File: src/rtl/inst_encoder_pkg.sv
`default_nettype none
`timescale 1ns/1ps
// ============================================================================
// Module      : inst_encoder_pkg
// Description : Shared definitions for the RV32 instruction encoder.
//               - ALU_* operation codes and their RV32 funct3/funct7 values
//               - enc_op_t request classes
//               - enc_state_t encoder FSM states
//               - RV32 major opcodes
//               - field-packing and immediate range-check helpers
// Revision    : 1.0 - initial release
// ============================================================================
package inst_encoder_pkg;

    // ALU operation codes carried on req_func for the R and I_ARITH classes.
    localparam logic [4:0] ALU_ADD    = 5'd0;
    localparam logic [4:0] ALU_SUB    = 5'd1;
    localparam logic [4:0] ALU_SLL    = 5'd2;
    localparam logic [4:0] ALU_SLT    = 5'd3;
    localparam logic [4:0] ALU_SLTU   = 5'd4;
    localparam logic [4:0] ALU_XOR    = 5'd5;
    localparam logic [4:0] ALU_SRL    = 5'd6;
    localparam logic [4:0] ALU_SRA    = 5'd7;
    localparam logic [4:0] ALU_OR     = 5'd8;
    localparam logic [4:0] ALU_AND    = 5'd9;
    localparam logic [4:0] ALU_MUL    = 5'd10;
    localparam logic [4:0] ALU_MULH   = 5'd11;
    localparam logic [4:0] ALU_MULHSU = 5'd12;
    localparam logic [4:0] ALU_MULHU  = 5'd13;
    localparam logic [4:0] ALU_DIV    = 5'd14;
    localparam logic [4:0] ALU_DIVU   = 5'd15;
    localparam logic [4:0] ALU_REM    = 5'd16;
    localparam logic [4:0] ALU_REMU   = 5'd17;

    // funct3 / funct7 values.
    localparam logic [2:0] F3_ADD_SUB = 3'b000;
    localparam logic [2:0] F3_SLL     = 3'b001;
    localparam logic [2:0] F3_SLT     = 3'b010;
    localparam logic [2:0] F3_SLTU    = 3'b011;
    localparam logic [2:0] F3_XOR     = 3'b100;
    localparam logic [2:0] F3_SRL_SRA = 3'b101;
    localparam logic [2:0] F3_OR      = 3'b110;
    localparam logic [2:0] F3_AND     = 3'b111;
    localparam logic [6:0] F7_BASE    = 7'b0000000;
    localparam logic [6:0] F7_ALT     = 7'b0100000;
    localparam logic [6:0] F7_MEXT    = 7'b0000001;

    // RV32 major opcodes.
    localparam logic [6:0] OPC_OP     = 7'b0110011;
    localparam logic [6:0] OPC_OP_IMM = 7'b0010011;
    localparam logic [6:0] OPC_LOAD   = 7'b0000011;
    localparam logic [6:0] OPC_STORE  = 7'b0100011;
    localparam logic [6:0] OPC_BRANCH = 7'b1100011;
    localparam logic [6:0] OPC_JAL    = 7'b1101111;
    localparam logic [6:0] OPC_JALR   = 7'b1100111;
    localparam logic [6:0] OPC_LUI    = 7'b0110111;
    localparam logic [6:0] OPC_AUIPC  = 7'b0010111;

    localparam logic [31:0] INST_EBREAK = 32'h0010_0073;

    // Request classes; codes 11..15 are illegal.
    typedef enum logic [3:0] {
        OP_R       = 4'd0,
        OP_I_ARITH = 4'd1,
        OP_LD      = 4'd2,
        OP_ST      = 4'd3,
        OP_BR      = 4'd4,
        OP_JAL     = 4'd5,
        OP_JALR    = 4'd6,
        OP_LUI     = 4'd7,
        OP_AUIPC   = 4'd8,
        OP_EBREAK  = 4'd9,
        OP_LI      = 4'd10
    } enc_op_t;

    // ST_LI2: LUI of a two-word LI is in (or heading for) the slot, ADDI pending.
    typedef enum logic [0:0] {
        ST_IDLE = 1'b0,
        ST_LI2  = 1'b1
    } enc_state_t;

    // True when v, read as signed, fits in a signed field of 'bits' bits:
    // everything from the field's sign bit upward must be a sign copy.
    function automatic logic f_fits_signed(input logic [31:0] v, input int unsigned bits);
        logic [31:0] w_hi;
        w_hi = $signed(v) >>> (bits - 1);
        return (w_hi == '0) || (w_hi == '1);
    endfunction

    // I-type packing.
    function automatic logic [31:0] f_enc_i(input logic [11:0] imm12, input logic [4:0] rs1,
                                            input logic [2:0] f3, input logic [4:0] rd,
                                            input logic [6:0] opc);
        return {imm12, rs1, f3, rd, opc};
    endfunction

endpackage : inst_encoder_pkg
`default_nettype wire

File: src/rtl/inst_encoder_enc_fields.sv
`default_nettype none
`timescale 1ns/1ps
// ============================================================================
// Module      : enc_fields
// Description : Combinational field mapper. Turns one encode request into a
//               single RV32 word plus a legality flag. For a two-word LI it
//               produces the LUI half; the trailing ADDI is built by the
//               parent from the registered rd/low-immediate.
// Ports       : op_i    - request class (enc_op_t)
//               func_i  - ALU_* code, or funct3 in [2:0] for LD/ST/BR
//               rd_i, rs1_i, rs2_i - register indices
//               imm_i   - signed immediate / full constant
//               inst_o  - encoded instruction (don't care when !legal_o)
//               legal_o - class, function and immediate are all acceptable
// Config      : ENC_MEXT_EN - when defined, R-class MUL..REMU are legal
// Revision    : 1.0 - initial release
// ============================================================================
module enc_fields
    import inst_encoder_pkg::*;
(
    input  logic [3:0]  op_i,
    input  logic [4:0]  func_i,
    input  logic [4:0]  rd_i,
    input  logic [4:0]  rs1_i,
    input  logic [4:0]  rs2_i,
    input  logic [31:0] imm_i,
    output logic [31:0] inst_o,
    output logic        legal_o
);

`ifdef ENC_MEXT_EN
    localparam logic C_MEXT_EN = 1'b1;
`else
    localparam logic C_MEXT_EN = 1'b0;
`endif

    enc_op_t     w_op;
    logic [2:0]  w_alu_f3;
    logic        w_alu_alt;     // SUB / SRA: selects inst[30]
    logic        w_alu_shift;   // SLL / SRL / SRA: immediate form uses shamt
    logic        w_alu_base;    // RV32I code
    logic        w_alu_mext;    // M-extension code
    logic [6:0]  w_r_f7;
    logic [11:0] w_i_imm;
    logic [19:0] w_li_hi;
    logic        w_fits12;
    logic        w_fits13;
    logic        w_fits21;

    assign w_op     = enc_op_t'(op_i);
    assign w_fits12 = f_fits_signed(imm_i, 12);
    assign w_fits13 = f_fits_signed(imm_i, 13);
    assign w_fits21 = f_fits_signed(imm_i, 21);

    // (imm + 0x800)[31:12] without a 32-bit adder: the +0x800 only carries
    // into bit 12 when bit 11 is set.
    assign w_li_hi  = imm_i[31:12] + {19'd0, imm_i[11]};

    always_comb begin
        w_alu_f3    = F3_ADD_SUB;
        w_alu_alt   = 1'b0;
        w_alu_shift = 1'b0;
        w_alu_base  = 1'b1;
        w_alu_mext  = 1'b0;
        case (func_i)
            ALU_ADD:    w_alu_f3 = F3_ADD_SUB;
            ALU_SUB:    begin w_alu_f3 = F3_ADD_SUB; w_alu_alt = 1'b1; end
            ALU_SLL:    begin w_alu_f3 = F3_SLL;     w_alu_shift = 1'b1; end
            ALU_SLT:    w_alu_f3 = F3_SLT;
            ALU_SLTU:   w_alu_f3 = F3_SLTU;
            ALU_XOR:    w_alu_f3 = F3_XOR;
            ALU_SRL:    begin w_alu_f3 = F3_SRL_SRA; w_alu_shift = 1'b1; end
            ALU_SRA:    begin w_alu_f3 = F3_SRL_SRA; w_alu_shift = 1'b1; w_alu_alt = 1'b1; end
            ALU_OR:     w_alu_f3 = F3_OR;
            ALU_AND:    w_alu_f3 = F3_AND;
            ALU_MUL:    begin w_alu_f3 = 3'd0; w_alu_base = 1'b0; w_alu_mext = 1'b1; end
            ALU_MULH:   begin w_alu_f3 = 3'd1; w_alu_base = 1'b0; w_alu_mext = 1'b1; end
            ALU_MULHSU: begin w_alu_f3 = 3'd2; w_alu_base = 1'b0; w_alu_mext = 1'b1; end
            ALU_MULHU:  begin w_alu_f3 = 3'd3; w_alu_base = 1'b0; w_alu_mext = 1'b1; end
            ALU_DIV:    begin w_alu_f3 = 3'd4; w_alu_base = 1'b0; w_alu_mext = 1'b1; end
            ALU_DIVU:   begin w_alu_f3 = 3'd5; w_alu_base = 1'b0; w_alu_mext = 1'b1; end
            ALU_REM:    begin w_alu_f3 = 3'd6; w_alu_base = 1'b0; w_alu_mext = 1'b1; end
            ALU_REMU:   begin w_alu_f3 = 3'd7; w_alu_base = 1'b0; w_alu_mext = 1'b1; end
            default:    w_alu_base = 1'b0;
        endcase
    end

    assign w_r_f7  = w_alu_mext ? F7_MEXT : (w_alu_alt ? F7_ALT : F7_BASE);
    // Immediate shifts: only shamt plus the SRA select bit, upper imm ignored.
    assign w_i_imm = w_alu_shift ? {1'b0, w_alu_alt, 5'b00000, imm_i[4:0]} : imm_i[11:0];

    always_comb begin
        inst_o  = '0;
        legal_o = 1'b0;
        case (w_op)
            OP_R: begin
                legal_o = w_alu_base || (C_MEXT_EN && w_alu_mext);
                inst_o  = {w_r_f7, rs2_i, rs1_i, w_alu_f3, rd_i, OPC_OP};
            end
            OP_I_ARITH: begin
                legal_o = w_alu_base && (func_i != ALU_SUB) && (w_alu_shift || w_fits12);
                inst_o  = f_enc_i(w_i_imm, rs1_i, w_alu_f3, rd_i, OPC_OP_IMM);
            end
            OP_LD: begin
                legal_o = w_fits12;
                inst_o  = f_enc_i(imm_i[11:0], rs1_i, func_i[2:0], rd_i, OPC_LOAD);
            end
            OP_ST: begin
                legal_o = w_fits12;
                inst_o  = {imm_i[11:5], rs2_i, rs1_i, func_i[2:0], imm_i[4:0], OPC_STORE};
            end
            OP_BR: begin
                legal_o = w_fits13 && !imm_i[0];
                inst_o  = {imm_i[12], imm_i[10:5], rs2_i, rs1_i, func_i[2:0],
                           imm_i[4:1], imm_i[11], OPC_BRANCH};
            end
            OP_JAL: begin
                legal_o = w_fits21 && !imm_i[0];
                inst_o  = {imm_i[20], imm_i[10:1], imm_i[11], imm_i[19:12], rd_i, OPC_JAL};
            end
            OP_JALR: begin
                legal_o = w_fits12;
                inst_o  = f_enc_i(imm_i[11:0], rs1_i, 3'b000, rd_i, OPC_JALR);
            end
            OP_LUI: begin
                legal_o = 1'b1;
                inst_o  = {imm_i[31:12], rd_i, OPC_LUI};
            end
            OP_AUIPC: begin
                legal_o = 1'b1;
                inst_o  = {imm_i[31:12], rd_i, OPC_AUIPC};
            end
            OP_EBREAK: begin
                legal_o = 1'b1;
                inst_o  = INST_EBREAK;
            end
            OP_LI: begin
                legal_o = 1'b1;
                if (w_fits12) begin
                    inst_o = f_enc_i(imm_i[11:0], 5'd0, F3_ADD_SUB, rd_i, OPC_OP_IMM);
                end else begin
                    inst_o = {w_li_hi, rd_i, OPC_LUI};
                end
            end
            default: begin
                legal_o = 1'b0;
                inst_o  = '0;
            end
        endcase
    end

endmodule : enc_fields
`default_nettype wire

File: src/rtl/inst_encoder.sv
`default_nettype none
`timescale 1ns/1ps
// ============================================================================
// Module      : inst_encoder
// Description : RV32 instruction encoder with a single registered output
//               slot. Accepts one request per handshake, emits its encoding
//               one cycle later, and expands large-constant LI into LUI+ADDI.
//               Illegal requests are consumed silently and raise sticky err.
// Parameters  : BASE_PC - address tagged on the first emitted instruction
// Ports       : clk, rst (sync, active-high)
//               req_vld/req_rdy, req_op, req_func, req_rd/rs1/rs2, req_imm
//               out_vld/out_rdy, out_inst, out_pc
//               err     - sticky illegal-request flag
// Config      : ENC_MEXT_EN - enables R-class M-extension encodings
// Revision    : 1.0 - initial release
// ============================================================================
module inst_encoder
    import inst_encoder_pkg::*;
#(
    parameter logic [31:0] BASE_PC = 32'h0
) (
    input  logic        clk,
    input  logic        rst,
    input  logic        req_vld,
    output logic        req_rdy,
    input  logic [3:0]  req_op,
    input  logic [4:0]  req_func,
    input  logic [4:0]  req_rd,
    input  logic [4:0]  req_rs1,
    input  logic [4:0]  req_rs2,
    input  logic [31:0] req_imm,
    output logic        out_vld,
    input  logic        out_rdy,
    output logic [31:0] out_inst,
    output logic [31:0] out_pc,
    output logic        err
);

    enc_state_t  r_state_q;
    logic        r_out_vld_q;
    logic [31:0] r_out_inst_q;
    logic [31:0] r_out_pc_q;
    logic [31:0] w_out_pc_d;
    logic        r_err_q;
    logic [4:0]  r_li_rd_q;
    logic [11:0] r_li_lo_q;

    logic [31:0] w_enc_inst;
    logic        w_enc_legal;
    logic        w_slot_free;
    logic        w_drain;
    logic        w_accept;
    logic        w_li_two;
    logic        w_load_first;
    logic        w_load_addi;
    logic [31:0] w_addi_inst;

    enc_fields u_enc_fields (
        .op_i    (req_op),
        .func_i  (req_func),
        .rd_i    (req_rd),
        .rs1_i   (req_rs1),
        .rs2_i   (req_rs2),
        .imm_i   (req_imm),
        .inst_o  (w_enc_inst),
        .legal_o (w_enc_legal)
    );

    // Slot can take a new word when empty or being drained this cycle.
    assign w_drain      = r_out_vld_q && out_rdy;
    assign w_slot_free  = !r_out_vld_q || out_rdy;
    assign req_rdy      = (r_state_q == ST_IDLE) && w_slot_free;
    assign w_accept     = req_vld && req_rdy;
    assign w_li_two     = (req_op == OP_LI) && !f_fits_signed(req_imm, 12);
    assign w_load_first = w_accept && w_enc_legal;
    assign w_load_addi  = (r_state_q == ST_LI2) && w_slot_free;
    assign w_out_pc_d   = r_out_pc_q + 32'd4;

    // Second LI word: ADDI rd,rd,lo where lo is the sign-extended low 12 bits.
    assign w_addi_inst  = f_enc_i(r_li_lo_q, r_li_rd_q, F3_ADD_SUB, r_li_rd_q, OPC_OP_IMM);

    always_ff @(posedge clk) begin
        if (rst) begin
            r_state_q    <= ST_IDLE;
            r_out_vld_q  <= 1'b0;
            r_out_inst_q <= '0;
            r_out_pc_q   <= BASE_PC;
            r_err_q      <= 1'b0;
            r_li_rd_q    <= '0;
            r_li_lo_q    <= '0;
        end else begin
            // The pc tracks the slot: it advances only when a word leaves.
            if (w_drain) begin
                r_out_pc_q <= w_out_pc_d;
            end

            if (w_load_first) begin
                r_out_vld_q  <= 1'b1;
                r_out_inst_q <= w_enc_inst;
            end else if (w_load_addi) begin
                r_out_vld_q  <= 1'b1;
                r_out_inst_q <= w_addi_inst;
            end else if (w_drain) begin
                r_out_vld_q  <= 1'b0;
            end

            if (w_accept && !w_enc_legal) begin
                r_err_q <= 1'b1;
            end

            case (r_state_q)
                ST_IDLE: begin
                    if (w_accept && w_li_two) begin
                        r_state_q <= ST_LI2;
                        r_li_rd_q <= req_rd;
                        r_li_lo_q <= req_imm[11:0];
                    end
                end
                ST_LI2: begin
                    if (w_load_addi) begin
                        r_state_q <= ST_IDLE;
                    end
                end
                default: r_state_q <= ST_IDLE;
            endcase
        end
    end

    assign out_vld  = r_out_vld_q;
    assign out_inst = r_out_inst_q;
    assign out_pc   = r_out_pc_q;
    assign err      = r_err_q;

endmodule : inst_encoder
`default_nettype wire

File: config.mk
export PLATFORM = sky130hd
export DESIGN_NAME = inst_encoder
export DESIGN_NICKNAME = d
export VERILOG_FILES = /design/src/rtl/inst_encoder_pkg.sv /design/src/rtl/inst_encoder_enc_fields.sv /design/src/rtl/inst_encoder.sv
export SDC_FILE = /design/constraint.sdc
export NUM_CORES = 1
export LEC_CHECK = 0
export ABC_AREA = 1
export ABC_CLOCK_PERIOD_IN_PS = 5200
export CORE_UTILIZATION = 45
export CTS_BUF_LIST = sky130_fd_sc_hd__clkbuf_16
export CTS_CLUSTER_DIAMETER = 100
export DETAILED_ROUTE_END_ITERATION = 12
export HOLD_SLACK_MARGIN = 0.15
export PLACE_DENSITY = 0.7
export SLEW_MARGIN = 25
export SYNTH_ARGS = -nofsm -noshare
export SYNTH_HDL_FRONTEND = slang
export SYNTH_SLANG_ARGS = --single-unit
File: constraint.sdc
create_clock -name clk -period 5.2 [get_ports clk]
set_input_delay 1.04 -clock clk [delete_from_list [all_inputs] [get_ports clk]]
set_output_delay 1.04 -clock clk [all_outputs]
set_load 0.01 [all_outputs]
* Word-level counts from Yosys, hierarchy flattened
Index checks and enable logic that the tools add are counted.
** Word-level totals
- Bits in registers :: 84
- Bits of input ports :: 60
- Output and inout port bits :: 67
** Cells by class
- Add/sub/neg operators :: 2
- Eq/ne operators :: 31
- Mux-type cells :: 19
- Bitwise operators :: 1
- Reductions and logical operators :: 42
** Operators with widths (number)
- $pmux W32 S11 :: 1
- $eq A32 B32 Y1 const B :: 3
- $logic_not A32 Y1 :: 3
- $mux W32 :: 3
- $eq A5 B4 Y1 const B :: 8
- $add A32 B3 Y32 const B :: 1
- $pmux W3 S7 :: 1
- $add A20 B1 Y20 :: 1
- $eq A5 B3 Y1 const B :: 4
- $eq A4 B3 Y1 const B :: 4
- $reduce_or A2 Y1 :: 7
- $eq A4 B4 Y1 const B :: 3
- $logic_and A1 B1 Y1 :: 12
- $mux W12 :: 1
- $eq A5 B2 Y1 const B :: 2
- $eq A5 B5 Y1 const B :: 2
- $reduce_or A10 Y1 :: 1
- $mux W1 :: 9
- $reduce_or A3 Y1 :: 3
- $eq A4 B2 Y1 const B :: 2
- $reduce_or A8 Y1 :: 1
- $mux W7 :: 1
- $mux W6 :: 1
- $pmux W1 S6 :: 1
- 13 further kinds :: 20

* Depth between registers and ports, before layout
- Depth in word-level cells :: 8
- Mapped depth :: 17

* Cells and area by module
From an unflattened synthesis, not the netlist that was laid out.
** Unflattened totals
- Cell total of the unflattened synthesis :: 1026
- Area total of the unflattened synthesis :: 5926.9 um2
** Modules (own cells, without submodules)
- inst_encoder :: instances 1, cells each 601, area each 3937.5 um2, seq. area each 1641.6 um2
- enc_fields :: instances 1, cells each 425, area each 1989.4 um2, seq. area each 0.0 um2

* Worst setup path after synthesis
OpenSTA, ideal clock, no wires.
- Path type :: input to register
- Start point :: input port req_imm[11]
- End point :: register r_out_inst_q[28] (netlist: out_inst[28])
- Arrival time :: 2.374 ns
- Data required time :: 5.090 ns
- Path slack :: 2.715 ns
- Stages on the path :: 13
- Cells stage by stage :: ha_1 -> ha_1 -> nand3_1 -> nor3_1 -> nand2_1 -> nand4_1 -> nand2_1 -> nand2_1 -> nand3_1 -> nand2_1 -> nand2_1 -> inv_1 -> nor2_2
** On the way
- Word-level cells in the longest chain between the ends :: 7
** Ends and longest elaborated chain
- from (decl) :: RTL line inst_encoder.sv:31 : input logic [31:0] req_imm,
- parallel branches: the longest is 7 deep, another holds $add A20 B1 Y20
- to (signal assigned) :: RTL line inst_encoder.sv:99 : r_out_inst_q <= w_enc_inst;
- to (signal assigned) :: RTL line inst_encoder.sv:102 : r_out_inst_q <= w_addi_inst;
- to (decl) :: RTL line inst_encoder.sv:41 : logic [31:0] r_out_inst_q;
Parallel ways; which one is timed is not known.
A chain may end at the register's enable or synchronous reset.

* Worst setup path in the final report
- Start point :: input port req_func[2]
- End point :: register r_out_inst_q[16] (netlist: out_inst[16])
** On the way
- Word-level cells in the longest chain between the ends :: 8
** Ends and longest elaborated chain
- from (decl) :: RTL line inst_encoder.sv:27 : input logic [4:0] req_func,
- $eq A5 B1 Y1, or another cell as far along :: RTL line inst_encoder_enc_fields.sv:65 : case (func_i)
- $reduce_or A10 Y1 (no source line) or $reduce_or A3 Y1 (tied branches)
- $mux W1 :: RTL line inst_encoder_enc_fields.sv:65
- $logic_and A1 B1 Y1 or $logic_or A1 B1 Y1 (tied branches) :: RTL line inst_encoder_enc_fields.sv:101 : legal_o = w_alu_base && (func_i != ALU_SUB) && (w_alu_shift || w_fits12);
- $logic_and A1 B1 Y1 :: RTL line inst_encoder_enc_fields.sv:101
- $pmux W1 S6 * :: RTL line inst_encoder_enc_fields.sv:95 : case (w_op)
- $logic_and A1 B1 Y1 * :: RTL line inst_encoder.sv:75 : assign w_load_first = w_accept && w_enc_legal;
- $mux W32 or $reduce_bool A2 Y1 (tied branches)
Mark *: on every way between the ends. The rest lies on a longest branch, timed or not.

==> flow_metrics.py <==
metrics = {
    "setup_path": {
        "critPathBufInv": 3,
        "reg2reg_depth": 9,
        "path_cells": "clkdlybuf4s50_1 > nor2_2 > inv_1 > nor2_2 > nand2_1 > a21oi_1 > inv_1 > nand2_2 > nand3_4 > nand2_4 > nand2_1 > o21ai_0 > nor2_1",
        "cp.required_ns": 5.43,
        "r2r_slack_ns": 3.00,
        "cp-start-kind": "primary input",
        "cpMaxStageDelayCell": "clkdlybuf4s50_1",
        "r2r_start": "out_vld$_SDFFE_PP0P_",
        "critPathMaxStageDelay_ns": 0.53,
        "critPathTopFamily": "simple AND/OR/NAND/NOR gates",
        "arrival_ns": 3.67,
        "critPathMaxFanout": 39,
        "r2r-end": "out_inst[16]$_SDFFE_PP0P_",
        "worst_setup_path_end_kind": "flop",
        "worstSetupPathType": "in -> reg",
    },
    "sta": {
        "finalSetupViolations": 0,
        "finalCritPeriodShare_pct": 66.10,
        "hold_viol_final": 0,
        "relSlewSlack_pct": 64.72,
        "fin_crit_ns": 3.437,
        "drv_slew": 0,
        "max_freq_mhz": 290.9,
        "skew_ns": 0.009263,
        "tns_ns": 0,
        "rsz0062_at_grt": "no",
        "worst_pin_slew_ns": 0.5280,
    },
    "finish": {
        "drive_gt1_share_pct": 5.320,
        "stdcell_area_mm2": 0.007012,
        "areaGrowthSynthToFinish_pct": 29.21,
        "antenna_cells": 0,
        "fillers": 1158,
        "layout_common_cells": "nand2_1 (237), nor2_1 (175), clkdlybuf4s50_1 (124)",
        "multi_input_area_mm2": 0.003263,
        "layout_commonest_cell": "nand2_1",
        "layout.nets": 1074,
        "fin_cells": 1158,
        "seq_area_mm2": 0.001622,
    },
    "pwr": {
        "irDropWorstVdd_uv": 233.3,
        "power.leakage_nw": 3.079,
        "power_density_mw_per_mm2": 226.8,
    },
    "floorplan": {
        "row_count": 39,
        "core_region_area_mm2": 0.01156,
        "die_w_um": 111.8,
        "dieHeight_um": 111.8,
        "ioPinCount": 127,
        "start_util_pct": 46.92,
        "die-area_mm2": 0.01250,
    },
    "clock_network": {
        "postCtsResizedCells": 0,
        "holdBufCountCts": 0,
        "clkLatencyLatePin_ns": 0.34,
        "htree_levels": 3,
        "cts_buffer_depth": 2,
        "postCtsSetupBuffers": 0,
        "cts_tree": "built",
        "clock-sinks": 81,
        "clkTransAtPathRegs_ns": 0.07,
        "clockRootBuffer": "clkbuf_16",
        "cts_buffers": 9,
    },
    "placement": {
        "place.gp.congestion": 0.9828,
        "placedInstanceArea_mm2": 0.006710,
        "portBuffers": 124,
        "numPlacedInstances": 1142,
        "dpl.hpwl_um": 13100,
    },
    "synthesis": {
        "yosysUniqueCellTypes": 40,
        "synth_edf_count": 0,
        "postSynth.asyncResetShare_pct": 0,
        "synth_area_mm2": 0.005426,
        "synth-warning-count": 0,
        "avgSynthCellArea_um2": 6.043,
        "ys_seq_area_share_pct": 29.88,
        "synthCells": 898,
        "synth-seq-cells": 81,
        "synthFlopType": "dfxtp_1",
    },
    "grt": {
        "grt.total_usage_pct": 27.99,
        "grt_max_degree": 56,
        "antenna_found_initial": 0,
        "grt_pass1_vias": 5584,
        "grt_overflow": 0,
        "grt_pass1_wl_um": 27950,
    },
    "flow_run": {
        "maxCapViolCount": 0,
    },
    "detailed_routing": {
        "wl_per_cell_um": 14.77,
        "vias": 6005,
        "drc": 8,
        "ant_nets": 0,
        "totalWireLength_um": 17100,
        "drtIter0Drc": 475,
        "viasPerCell": 5.186,
        "first_pass_iters": 10,
    },
    "worst_hold_path": {
        "whs_path_depth": 2,
        "min_path_type": "reg -> reg",
        "min_to": "out_inst[2]$_SDFFE_PP0P_",
        "hp-start": "out_inst[2]$_SDFFE_PP0P_",
    },
    "status": {
        "status": "finished with violations",
        "violations": "design-rule violations",
    },
}
## final cells by class
cell class                      instances  share of cell area, %
Sequential cell                        81                  23.13
Multi-Input combinational cell        690                  46.54
Clock buffer                            9                  3.212
Clock inverter                          7                  1.089
Timing Repair Buffer                  128                  18.13
Inverter                              100                  5.353
Tap cell                              143                  2.552
## synth_stat cells (2+ instances only)
master / n / area (µm²)
nor2_2: 10 / 62.56
a21oi_2: 4 / 35.03
inv_2: 8 / 30.03
ha_1: 4 / 50.05
clkinv_1: 2 / 7.510
nor2_1: 175 / 656.9
o21ai_0: 62 / 310.3
nor3_1: 17 / 85.08
o21ai_1: 4 / 20.02
o211ai_1: 3 / 22.52
nand3_1: 53 / 265.3
a21oi_1: 30 / 150.1
nand4_1: 18 / 112.6
nand2_2: 2 / 12.51
buf_6: 4 / 45.04
nand3b_1: 12 / 90.09
buf_4: 3 / 22.52
buf_2: 10 / 50.05
nor3b_1: 3 / 22.52
nand2_1: 237 / 889.6
nand3_2: 3 / 30.03
xnor2_1: 10 / 87.58
clkbuf_1: 10 / 37.54
a22oi_1: 6 / 45.04
xor2_1: 17 / 148.9
o21a_1: 2 / 15.01
inv_1: 90 / 337.8
nor3_2: 2 / 20.02
dfxtp_1: 81 / 1622
o21bai_1: 6 / 45.04
## power by group
group / total (mW) / internal, mW / leakage [nW] / switching (mW)
combinational: 0.295 / 0.125 / 2.28 / 0.170
sequential: 0.650 / 0.640 / 0.657 / 0.0105
clock: 0.646 / 0.376 / 0.144 / 0.270
total: 1.59 / 1.14 / 3.08 / 0.450
## per-layer routing
| metal | GRT usage [%] | vias up | routed length, µm |
|---|---|---|---|
| met5 | 0 | - | 0 |
| met4 | 8.198 | 0 | 247 |
| met3 | 6.206 | 15 | 1313 |
| met2 | 45.71 | 232 | 7741 |
| met1 | 36.84 | 2679 | 7799 |
| li1 | - | 3079 | - |
## state kept, by name (all words and copies together) (netlist names)
register / flops
r_li_rd_q: 5
out_pc: 30
r_state_q: 1
r_li_lo_q: 12
err: 1
out_vld: 1
out_inst: 31
## kinds of logic (layout without fill, tap and decap cells)
kind of cell	Yosys count	after routing	share of synthesized area, %
flip-flops	81	81	29.88
XOR/XNOR	27	27	4.358
AO/OA/AOI/OAI	119	119	12.13
AND/OR/NAND/NOR	538	538	42.59
buffers and inverters	128	244	10.05
adder cells (fa/ha/maj)	4	4	0.9223
other	1	2	0.06911
## worst reg2reg max path: stages, from the launching register on
cell and delay (ns):
dfxtp_1 0.37, nand2_1 0.08, nand2_1 0.06, inv_1 0.06
nand2_1 0.18, inv_1 0.17, nand2_4 0.37, nand2_1 0.43
o21ai_0 0.32, nor2_1 0.06
## through the flow
stage               worst slack [ns]  util [%]  hold WS [ns]  power, mW
floorplan                      2.715         -        0.4725     0.8210
global placement               1.455     58.02        0.4523     0.9561
detailed placement             1.457     58.02        0.4786     0.9541
CTS                            1.799     60.63        0.4903      1.598
global route                   1.469     60.63        0.5056      1.662
finish                         1.763     60.63        0.4867      1.591
## worst max path at each step
| stage | startpoint | endpoint | slack, ns | cells past startpoint |
|---|---|---|---|---|
| after floorplan | req_imm[11] | out_inst[28]$_SDFFE_PP0P_ | 2.72 | 13 |
| after global placement | req_func[1] | out_inst[18]$_SDFFE_PP0P_ | 1.45 | 13 |
| after detailed placement | req_func[1] | out_inst[16]$_SDFFE_PP0P_ | 1.46 | 13 |
| after CTS | req_func[1] | out_inst[16]$_SDFFE_PP0P_ | 1.80 | 13 |
| after global routing | req_func[2] | out_inst[16]$_SDFFE_PP0P_ | 1.47 | 13 |
| final | req_func[2] | out_inst[16]$_SDFFE_PP0P_ | 1.76 | 13 |
No activity file was read; power rests on OpenSTA's default activity.
